`config.mk`:
```
export PLATFORM = sky130hd
export DESIGN_NAME = instr_fetch_queue
export DESIGN_NICKNAME = d
export VERILOG_FILES = /design/src/rtl/instr_fetch_queue.sv
export SDC_FILE = /design/constraint.sdc
export NUM_CORES = 1
export LEC_CHECK = 0
export BUFFER_PORTS_ARGS = -buffer_cell sky130_fd_sc_hd__buf_2
export CAP_MARGIN = 20
export CORE_MARGIN = 2
export CORE_UTILIZATION = 55
export CTS_BUF_LIST = sky130_fd_sc_hd__clkbuf_8
export DETAILED_ROUTE_END_ITERATION = 7
export GPL_ROUTABILITY_DRIVEN = 0
export GPL_TIMING_DRIVEN = 0
export PLACE_DENSITY = 0.84
export SLEW_MARGIN = 20
export SYNTH_ARGS = -nofsm -noshare
export SYNTH_HDL_FRONTEND = slang
export SYNTH_SLANG_ARGS = --single-unit
```
`constraint.sdc`:
```
create_clock -name clk -period 4.6 [get_ports clk]
set_input_delay 0.23 -clock clk [delete_from_list [all_inputs] [get_ports clk]]
set_output_delay 0.23 -clock clk [all_outputs]
set_load 0.03 [all_outputs]
```
`src/rtl/instr_fetch_queue.sv`:
```
// -----------------------------------------------------------------------------
// instr_fetch_queue
//
// Instruction fetch front end. Owns the fetch PC, issues word-addressed reads
// to instruction memory (one-cycle read latency) and buffers the returned
// words, each tagged with its PC, in a DEPTH-entry FIFO. The FIFO feeds decode
// through a valid/ready handshake. A redirect flushes everything that is
// buffered or in flight and restarts fetch at a new PC.
//
// Parameters
//   DEPTH     FIFO entries (power of two, >= 2)
//   RESET_PC  first fetch address after reset
//
// Ports
//   clk             clock, all logic on posedge
//   rst             synchronous active-low reset
//   mem_addr        word address of the read request (equals fetch PC)
//   mem_rd_en       read request issued this cycle
//   mem_rd_data     read data for the request issued in the previous cycle
//   redirect_valid  flush and restart fetch at redirect_pc
//   redirect_pc     restart address
//   inst_valid      FIFO head valid
//   inst_ready      decode accepts the head
//   inst_data       head instruction (0 when inst_valid = 0)
//   inst_pc         head PC (0 when inst_valid = 0)
//
// Optional build macro IFQ_PERF_EN adds:
//   perf_fetch_cnt  number of FIFO pushes (wraps)
//   perf_stall_cnt  RUN cycles with no issue and no redirect (wraps)
// -----------------------------------------------------------------------------
module instr_fetch_queue #(
  parameter int unsigned DEPTH    = 4,
  parameter logic [31:0] RESET_PC = 32'h0000_0000
) (
  input  logic        clk,
  input  logic        rst,
  output logic [31:0] mem_addr,
  output logic        mem_rd_en,
  input  logic [31:0] mem_rd_data,
  input  logic        redirect_valid,
  input  logic [31:0] redirect_pc,
  output logic        inst_valid,
  input  logic        inst_ready,
  output logic [31:0] inst_data,
  output logic [31:0] inst_pc
`ifdef IFQ_PERF_EN
  ,
  output logic [31:0] perf_fetch_cnt,
  output logic [31:0] perf_stall_cnt
`endif
);

  localparam int unsigned PW  = (DEPTH > 1) ? $clog2(DEPTH) : 1;
  localparam int unsigned CW  = PW + 1;
  localparam int unsigned CW1 = CW + 1;

  typedef enum logic {
    BOOT = 1'b0,
    RUN  = 1'b1
  } state_e;

  state_e        state_q;
  // Cleared by reset; lets BOOT be the first cycle after the block has
  // actually left reset rather than the cycle in which rst is released.
  logic          armed_q;

  logic [31:0]   fetch_pc_q, fetch_pc_d;
  logic          inflight_q;
  logic [31:0]   inflight_pc_q;

  logic [31:0]   fifo_data_q [DEPTH];
  logic [31:0]   fifo_pc_q   [DEPTH];
  logic [PW-1:0] rd_ptr_q, rd_ptr_d;
  logic [PW-1:0] wr_ptr_q, wr_ptr_d;
  logic [CW-1:0] count_q,  count_d;

  logic          pop;
  logic          push;
  logic          issue;
  logic [CW1-1:0] credit;

  // Head of FIFO drives decode directly from registered storage.
  assign inst_valid = (count_q != '0);
  assign inst_data  = inst_valid ? fifo_data_q[rd_ptr_q] : 32'h0;
  assign inst_pc    = inst_valid ? fifo_pc_q[rd_ptr_q]   : 32'h0;

  assign pop  = inst_valid & inst_ready;
  // A response arriving during a redirect belongs to the old stream.
  assign push = inflight_q & ~redirect_valid;

  // Credit check counts buffered entries plus the one response still on its
  // way, minus the entry leaving this cycle, so the FIFO can never overflow
  // while still sustaining one fetch per cycle.
  assign credit = CW1'(count_q) + CW1'(inflight_q) - CW1'(pop);
  assign issue  = (state_q == RUN) & ~redirect_valid & (credit < CW1'(DEPTH));

  assign mem_addr  = fetch_pc_q;
  assign mem_rd_en = issue;

  always_comb begin
    rd_ptr_d   = rd_ptr_q;
    wr_ptr_d   = wr_ptr_q;
    count_d    = count_q + CW'(push) - CW'(pop);
    fetch_pc_d = fetch_pc_q;

    if (pop) begin
      rd_ptr_d = rd_ptr_q + PW'(1);
    end
    if (push) begin
      wr_ptr_d = wr_ptr_q + PW'(1);
    end

    if (redirect_valid) begin
      rd_ptr_d   = '0;
      wr_ptr_d   = '0;
      count_d    = '0;
      fetch_pc_d = redirect_pc;
    end else if (issue) begin
      fetch_pc_d = fetch_pc_q + 32'd1;
    end
  end

  always_ff @(posedge clk) begin
    if (!rst) begin
      state_q <= BOOT;
      armed_q <= 1'b0;
    end else begin
      armed_q <= 1'b1;
      case (state_q)
        BOOT:    if (armed_q) state_q <= RUN;
        RUN:     state_q <= RUN;
        default: state_q <= BOOT;
      endcase
    end
  end

  always_ff @(posedge clk) begin
    if (!rst) begin
      fetch_pc_q <= RESET_PC;
      inflight_q <= 1'b0;
      rd_ptr_q   <= '0;
      wr_ptr_q   <= '0;
      count_q    <= '0;
    end else begin
      fetch_pc_q <= fetch_pc_d;
      inflight_q <= issue;
      rd_ptr_q   <= rd_ptr_d;
      wr_ptr_q   <= wr_ptr_d;
      count_q    <= count_d;
    end
  end

  // Payload storage carries no reset; validity is tracked by count_q.
  always_ff @(posedge clk) begin
    if (issue) begin
      inflight_pc_q <= fetch_pc_q;
    end
    if (push) begin
      fifo_data_q[wr_ptr_q] <= mem_rd_data;
      fifo_pc_q[wr_ptr_q]   <= inflight_pc_q;
    end
  end

`ifdef IFQ_PERF_EN
  logic [31:0] perf_fetch_q;
  logic [31:0] perf_stall_q;

  always_ff @(posedge clk) begin
    if (!rst) begin
      perf_fetch_q <= 32'h0;
      perf_stall_q <= 32'h0;
    end else begin
      if (push) begin
        perf_fetch_q <= perf_fetch_q + 32'd1;
      end
      if ((state_q == RUN) && !issue && !redirect_valid) begin
        perf_stall_q <= perf_stall_q + 32'd1;
      end
    end
  end

  assign perf_fetch_cnt = perf_fetch_q;
  assign perf_stall_cnt = perf_stall_q;
`endif

endmodule

```
## Word-level counts from Yosys, hierarchy flattened

Memory sizes are Yosys's and may differ from the RTL's. A register that Yosys moved wholly into a read port is not among the register bits.
Index checks and enable logic that the tools add are counted.

- Logic and storage cells: 41
- Memories kept: 2
- Output and inout bits: 98
- Input bits: 68
- Memory bits (writable): 256
- Register bits: 74

- Mux-type cells: 13
- Reduce and logical (&&, ||, !) cells: 3
- Order comparisons: 1
- Bitwise gates (word level): 7
- Add/subtract/negate cells: 7

Memories:

| name | words | width | rd ports | clocked after memory_dff | write ports | line | source |
|---|---|---|---|---|---|---|---|
| fifo_data_q | 4 | 32 | 1 | 1 | 1 | 71 | `logic [31:0] fifo_data_q [DEPTH];` |
| fifo_pc_q | 4 | 32 | 1 | 1 | 1 | 72 | `logic [31:0] fifo_pc_q [DEPTH];` |

Operator list:

| kind | count |
|---|---|
| 2-to-1 mux 32 bit | 4 |
| adder 32 x 1 -> 32 bit, second input constant | 1 |
| 2-to-1 mux 2 bit | 4 |
| adder 2 x 1 -> 2 bit, second input constant | 2 |
| adder 3 x 1 -> 4 bit | 1 |
| AND 1 bit | 4 |
| less-than comparator 4 x 3 -> 1 bit, second input constant | 1 |
| 2-to-1 mux 1 bit | 4 |
| subtractor 4 x 1 -> 4 bit | 1 |
| adder 3 x 1 -> 3 bit | 1 |
| NOT 1 bit | 3 |
| nonzero test 3 bit | 1 |
| subtractor 3 x 1 -> 3 bit | 1 |
| case mux 1 bit (2 select lines) | 1 |
| nonzero test 2 bit | 1 |
| OR reduction 2 bit | 1 |

## Longest topological paths before layout

- Depth in word-level cells: 7
- Depth in mapped cells: 10
- Gate-level depth less buffers: 9

## Least setup slack after synthesis

Ideal clock, no wire load.

- Path kind: reg-to-reg
- From: register count_q[0]
- To: register inflight_pc_q[0] (enable)
- Path buffers: 0
- Required time: 4.161 ns
- Slack: 0.504 ns
- Setup time: 0.439 ns
- Cell stages (with the launch flop): 9
- Clock period less this slack: 4.096 ns
- Data arrival time: 3.657 ns
- Cell sequence: dfxtp_1 o31ai_4 or2_2 ha_1 nand2_1 o311ai_4 and3_1 o21ai_1 nor2_1

- Cells in the longest elaborated chain, start to end: 5

Ends and longest elaborated chain:

| item | line | source |
|---|---|---|
| start: declaration | 75 | `logic [CW-1:0] count_q, count_d;` |
| start signal: assignment | 149 | `count_q <= count_d;` |
| branches (longest 2 deep; another with adder 3 x 1 -> 4 bit) | n/a |  |
| subtractor 4 x 1 -> 4 bit (*) | 94 | `assign credit = CW1'(count_q) + CW1'(inflight_q) - CW1'(pop);` |
| less-than comparator 4 x 3 -> 1 bit (*) | 95 | `assign issue = (state_q == RUN) & ~redirect_valid & (credit < CW1'(DEPTH));` |
| AND 1 bit (*) | 95 |  |
| net mem_rd_en | 38 | `output logic mem_rd_en,` |
| end signal: assignment | 156 | `inflight_pc_q <= fetch_pc_q;` |
| end: declaration | 69 | `logic [31:0] inflight_pc_q;` |

Mark *: on every way through the listed nets, which the timed path passes.
A chain may end at the register's enable or synchronous reset.

## Worst setup path in the final report

- From: register count_q[0]
- To: output port mem_rd_en

- Cells in the longest elaborated chain, start to end: 5

Ends and longest elaborated chain:

| item | line |
|---|---|
| branches (longest 2 deep; another with adder 3 x 1 -> 4 bit) | n/a |
| subtractor 4 x 1 -> 4 bit (*) | 94 |
| less-than comparator 4 x 3 -> 1 bit (*) | 95 |
| AND 1 bit (*) | 95 |
| end: declaration | 38 |

Every way passes the cells marked *.

==> impl_results.html <==
<table>
<tr><th>Metric</th><th>Value</th></tr>
<tr><th colspan="2">STA</th></tr>
<tr><td>Least-Margin Pin Slew</td><td>0.7434 ns</td></tr>
<tr><td>Portion of the clock cycle consumed by the worst path in the final layout</td><td>84.50%</td></tr>
<tr><td>Count of pins over their slew limit</td><td>0</td></tr>
<tr><td>Fmax achieved</td><td>257.3 MHz</td></tr>
<tr><td>Worst slew slack as a fraction of its limit</td><td>50.44%</td></tr>
<tr><td>Final Hold Vio Count</td><td>0</td></tr>
<tr><td>Worst-case clock skew</td><td>0.01311 ns</td></tr>
<tr><td>Final setup violation count</td><td>0</td></tr>
<tr><td>RSZ-0062 raised after global routing</td><td>no</td></tr>
<tr><td>Post-layout min period</td><td>3.887 ns</td></tr>
<tr><th colspan="2">Floorplanning</th></tr>
<tr><td>Overall die height</td><td>158.5 um</td></tr>
<tr><td>Width of the die</td><td>158.5 um</td></tr>
<tr><td>Effective utilization at floorplan</td><td>55.96%</td></tr>
<tr><td>Placeable Area</td><td>23,470 sq um</td></tr>
<tr><td>Num ports</td><td>166</td></tr>
<tr><td>Site Rows</td><td>56</td></tr>
<tr><td>Floorplan die area</td><td>25,140 sq um</td></tr>
<tr><th colspan="2">Yosys</th></tr>
<tr><td>Primary flip-flop cell chosen by synthesis mapping</td><td>edfxtp_1</td></tr>
<tr><td>Number of flip-flops and latches in the synthesized netlist</td><td>332</td></tr>
<tr><td>Async set or reset register ratio after synthesis</td><td>0%</td></tr>
<tr><td>Unique masters post-synth</td><td>48</td></tr>
<tr><td>Count of flip-flops with a built-in enable after synthesis</td><td>288</td></tr>
<tr><td>Total nets after synthesis</td><td>814</td></tr>
<tr><td>Post-synthesis instance total</td><td>737</td></tr>
<tr><td>Mean area per synthesized cell</td><td>17.82 sq um</td></tr>
<tr><td>Post-synthesis sequential area ratio</td><td>72.54%</td></tr>
<tr><td>Cell area after synthesis</td><td>13,140 sq um</td></tr>
<tr><td>Yosys Warn Count</td><td>0</td></tr>
<tr><th colspan="2">Routing</th></tr>
<tr><td>Number of detailed-routing iterations run before antenna repair</td><td>6</td></tr>
<tr><td>DR iter-0 viols</td><td>599</td></tr>
<tr><td>ANT nets after route</td><td>0</td></tr>
<tr><td>Remaining design rule violation count</td><td>0</td></tr>
<tr><td>Post-DR vias/cell</td><td>5.554</td></tr>
<tr><td>Total wire length</td><td>27,300 um</td></tr>
<tr><td>Wire length per cell</td><td>19.78 um</td></tr>
<tr><td>Detailed-route via count</td><td>7,665</td></tr>
<tr><th colspan="2">Finish</th></tr>
<tr><td>Multi-input logic area</td><td>3395 sq um</td></tr>
<tr><td>Antenna diode count</td><td>0</td></tr>
<tr><td>Design Area, Final</td><td>16,080 sq um</td></tr>
<tr><td>Area grow syn2layout</td><td>22.42%</td></tr>
<tr><td>Count of non-filler cells in the finished layout</td><td>1,380</td></tr>
<tr><td>Final-layout fill cell count</td><td>1,488</td></tr>
<tr><td>Most used cells in the layout excluding fill and tap cells</td><td>288 x edfxtp_1, 172 x buf_2, 65 x and2_1</td></tr>
<tr><td>Most common cell after layout, fill and taps aside</td><td>edfxtp_1</td></tr>
<tr><td>Fraction of final layout cells sized beyond drive strength 1</td><td>31.01%</td></tr>
<tr><td>Register area</td><td>9529 sq um</td></tr>
<tr><td>Net count of the finished layout</td><td>1,098</td></tr>
<tr><th colspan="2">Hold path</th></tr>
<tr><td>Number of instances on the worst hold path</td><td>3</td></tr>
<tr><td>Endpoint with the worst hold slack</td><td>mem_addr[16]</td></tr>
<tr><td>Hold/Removal Path Class</td><td>in -&gt; reg</td></tr>
<tr><td>Hold Path Origin</td><td>redirect_pc[16]</td></tr>
<tr><th colspan="2">Place</th></tr>
<tr><td>Number of instances in the placed design</td><td>1,226</td></tr>
<tr><td>Count of input and output buffers</td><td>165</td></tr>
<tr><td>Dpl hpwl</td><td>16,700 um</td></tr>
<tr><td>Area after detailed placement</td><td>14,490 sq um</td></tr>
<tr><th colspan="2">Global route</th></tr>
<tr><td>Pin count of the biggest net entering global routing</td><td>40</td></tr>
<tr><td>Global-route congestion overflow total</td><td>0</td></tr>
<tr><td>Number of antenna violations at the first check in global routing</td><td>0</td></tr>
<tr><td>Global-route usage over all layers</td><td>22.09%</td></tr>
<tr><td>First-pass GRT wire length</td><td>41,620 um</td></tr>
<tr><td>Via count of the first global-routing pass</td><td>7,673</td></tr>
<tr><th colspan="2">Clock network</th></tr>
<tr><td>TritonCTS Buffers</td><td>51</td></tr>
<tr><td>Clk Latency, worst-skew pair</td><td>0.57 ns</td></tr>
<tr><td>Clock root buffer</td><td>clkbuf_8</td></tr>
<tr><td>CTS Buffer Depth</td><td>3</td></tr>
<tr><td>TritonCTS clock tree</td><td>built</td></tr>
<tr><td>Clock Sinks</td><td>332</td></tr>
<tr><td>Number of post-CTS setup repair buffers</td><td>0</td></tr>
<tr><td>Clock transition at path regs</td><td>0.06 ns</td></tr>
<tr><td>H-tree lvl count</td><td>2</td></tr>
<tr><th colspan="2">Critical path</th></tr>
<tr><td>CP Data Required Time</td><td>4.37 ns</td></tr>
<tr><td>R2R Setup Slk</td><td>1.42 ns</td></tr>
<tr><td>Worst setup path class</td><td>reg -&gt; out</td></tr>
<tr><td>Peak fanout along the critical path</td><td>20</td></tr>
<tr><td>Category of the worst setup path capture point</td><td>output port</td></tr>
<tr><td>Start of the worst register-to-register path</td><td>count_q[0]</td></tr>
<tr><td>CP startpoint kind</td><td>register</td></tr>
<tr><td>Reg2Reg Capture Point</td><td>inflight_pc_q[25]</td></tr>
<tr><td>Path depth of the worst reg2reg path</td><td>9</td></tr>
<tr><td>Arrival time of the worst setup path</td><td>3.66 ns</td></tr>
<tr><th colspan="2">Power and ir drop</th></tr>
<tr><td>Max IR drop VDD</td><td>211.7 uV</td></tr>
<tr><td>Post-route total power</td><td>0.005962 W</td></tr>
<tr><td>Power per unit of standard cell area</td><td>370.7 nW/um^2</td></tr>
<tr><td>Reported leakage power</td><td>5.655 nW</td></tr>
<tr><th colspan="2">Status</th></tr>
<tr><td>Status</td><td>completed</td></tr>
<tr><th colspan="2">Job</th></tr>
<tr><td>Max Cap Violations</td><td>0</td></tr>
</table>
how the worst max path moves through the flow:
stage | from | end | slack, ns | cells after the start
final | count_q[0] | mem_rd_en | 0.71 | 10
after floorplan | count_q[0] | inflight_pc_q[0] | 0.50 | 8
after detailed placement | count_q[0] | mem_rd_en | 1.28 | 10
after global placement | count_q[0] | mem_rd_en | -0.27 | 9
after CTS | count_q[0] | mem_rd_en | 0.68 | 10
after global routing | count_q[0] | mem_rd_en | 0.49 | 10
layout make-up:
type	count	share of cell area, %
Sequential cell	332	59.25
Multi-Input combinational cell	350	21.11
Timing Repair Buffer	231	9.648
Clock buffer	56	4.793
Tap cell	319	2.482
Clock inverter	37	1.284
Buffer	40	1.081
Inverter	15	0.3501
flip-flops by register name, indices dropped and copies added (netlist names), named ones only:
signal / count
state_q: 1
wr_ptr_q: 2
inflight_pc_q: 32
mem_addr: 32
fifo_pc_q: 128
rd_ptr_q: 2
armed_q: 1
fifo_data_q: 128
inflight_q: 1
count_q: 3
routing by layer:
metal | part of all wire (%) | GRT usage (%) | vias to the layer above | wire length, um
li1 | - | - | 3485 | -
met1 | 41 | 29.00 | 3746 | 11100
met2 | 49 | 36.78 | 378 | 13410
met3 | 7.9 | 5.226 | 56 | 2170
met4 | 2.3 | 7.250 | 0 | 622
met5 | 0 | 0 | - | 0
cells by family after synthesis:
| family | Yosys count | share of synthesized area, % |
|---|---|---|
| AO/OA/AOI/OAI | 96 | 5.143 |
| AND/OR/NAND/NOR | 152 | 6.724 |
| flip-flops | 332 | 72.54 |
| adder cells (fa/ha/maj) | 9 | 0.9144 |
| XOR/XNOR | 27 | 1.800 |
| buffers and inverters | 55 | 1.752 |
| multiplexers | 66 | 11.12 |
stage by stage:
| stage | util (%) | setup WS [ns] | setup TNS [ns] | hold slack, ns |
|---|---|---|---|---|
| floorplan | - | 0.5041 | 0 | 0.2577 |
| global placement | 61.18 | -0.2732 | -0.4294 | 0.3788 |
| global route | 68.51 | 0.4926 | 0 | 0.04287 |
| CTS | 68.51 | 0.6786 | 0 | 0.01592 |
| finish | 68.51 | 0.7131 | 0 | 0.03817 |
| detailed placement | 61.75 | 1.280 | 0 | 0.3751 |
cells in the mapped netlist, types with 2 or more instances:
library cell | number | area, sq um
edfxtp_1 | 288 | 8648
xor2_1 | 7 | 61.31
mux2i_1 | 2 | 20.02
or4_1 | 2 | 15.01
a2111oi_2 | 7 | 105.1
xnor2_1 | 20 | 175.2
and2_1 | 69 | 431.7
nor2_1 | 9 | 33.78
a211oi_1 | 11 | 82.58
buf_2 | 7 | 35.03
buf_6 | 2 | 22.52
or3_1 | 5 | 31.28
or2_2 | 3 | 18.77
and4_1 | 4 | 35.03
dfxtp_1 | 44 | 880.8
nand4_1 | 7 | 43.79
nand2_1 | 19 | 71.32
nor3_1 | 4 | 20.02
and3_1 | 6 | 37.54
mux4_2 | 64 | 1441
ha_1 | 8 | 100.1
a21o_1 | 2 | 15.01
clkbuf_1 | 31 | 116.4
nor4_1 | 2 | 12.51
o2111ai_1 | 2 | 17.52
nor2b_1 | 3 | 18.77
inv_1 | 14 | 52.55
a21oi_1 | 26 | 130.1
a31oi_1 | 4 | 25.02
nand3_1 | 14 | 70.07
o21ai_0 | 32 | 160.2
o21ai_1 | 3 | 15.01
power breakdown:
group,internal (W),switching [W]
Clock,0.00123,0.00108
Combinational,0.000119,0.000173
Sequential,0.00331,0.0000520
critical path: stages (launching register included):
cell and delay, ns:
dfxtp_1 0.49, o31ai_4 0.15, or2_2 0.29, ha_1 0.29
nand2_1 0.08, o311ai_4 0.31, and3_1 0.33, o21ai_1 0.24
nor2_4 0.46, buf_16 0.22, buf_2 0.21
timing repair:
| item | CTS | global route |
|---|---|---|
| gates resized for setup | 0 | 0 |
| hold buffers | 61 | 0 |
| endpoints found under the hold margin | 157 | 0 |
(Power assumes the default switching activity.)
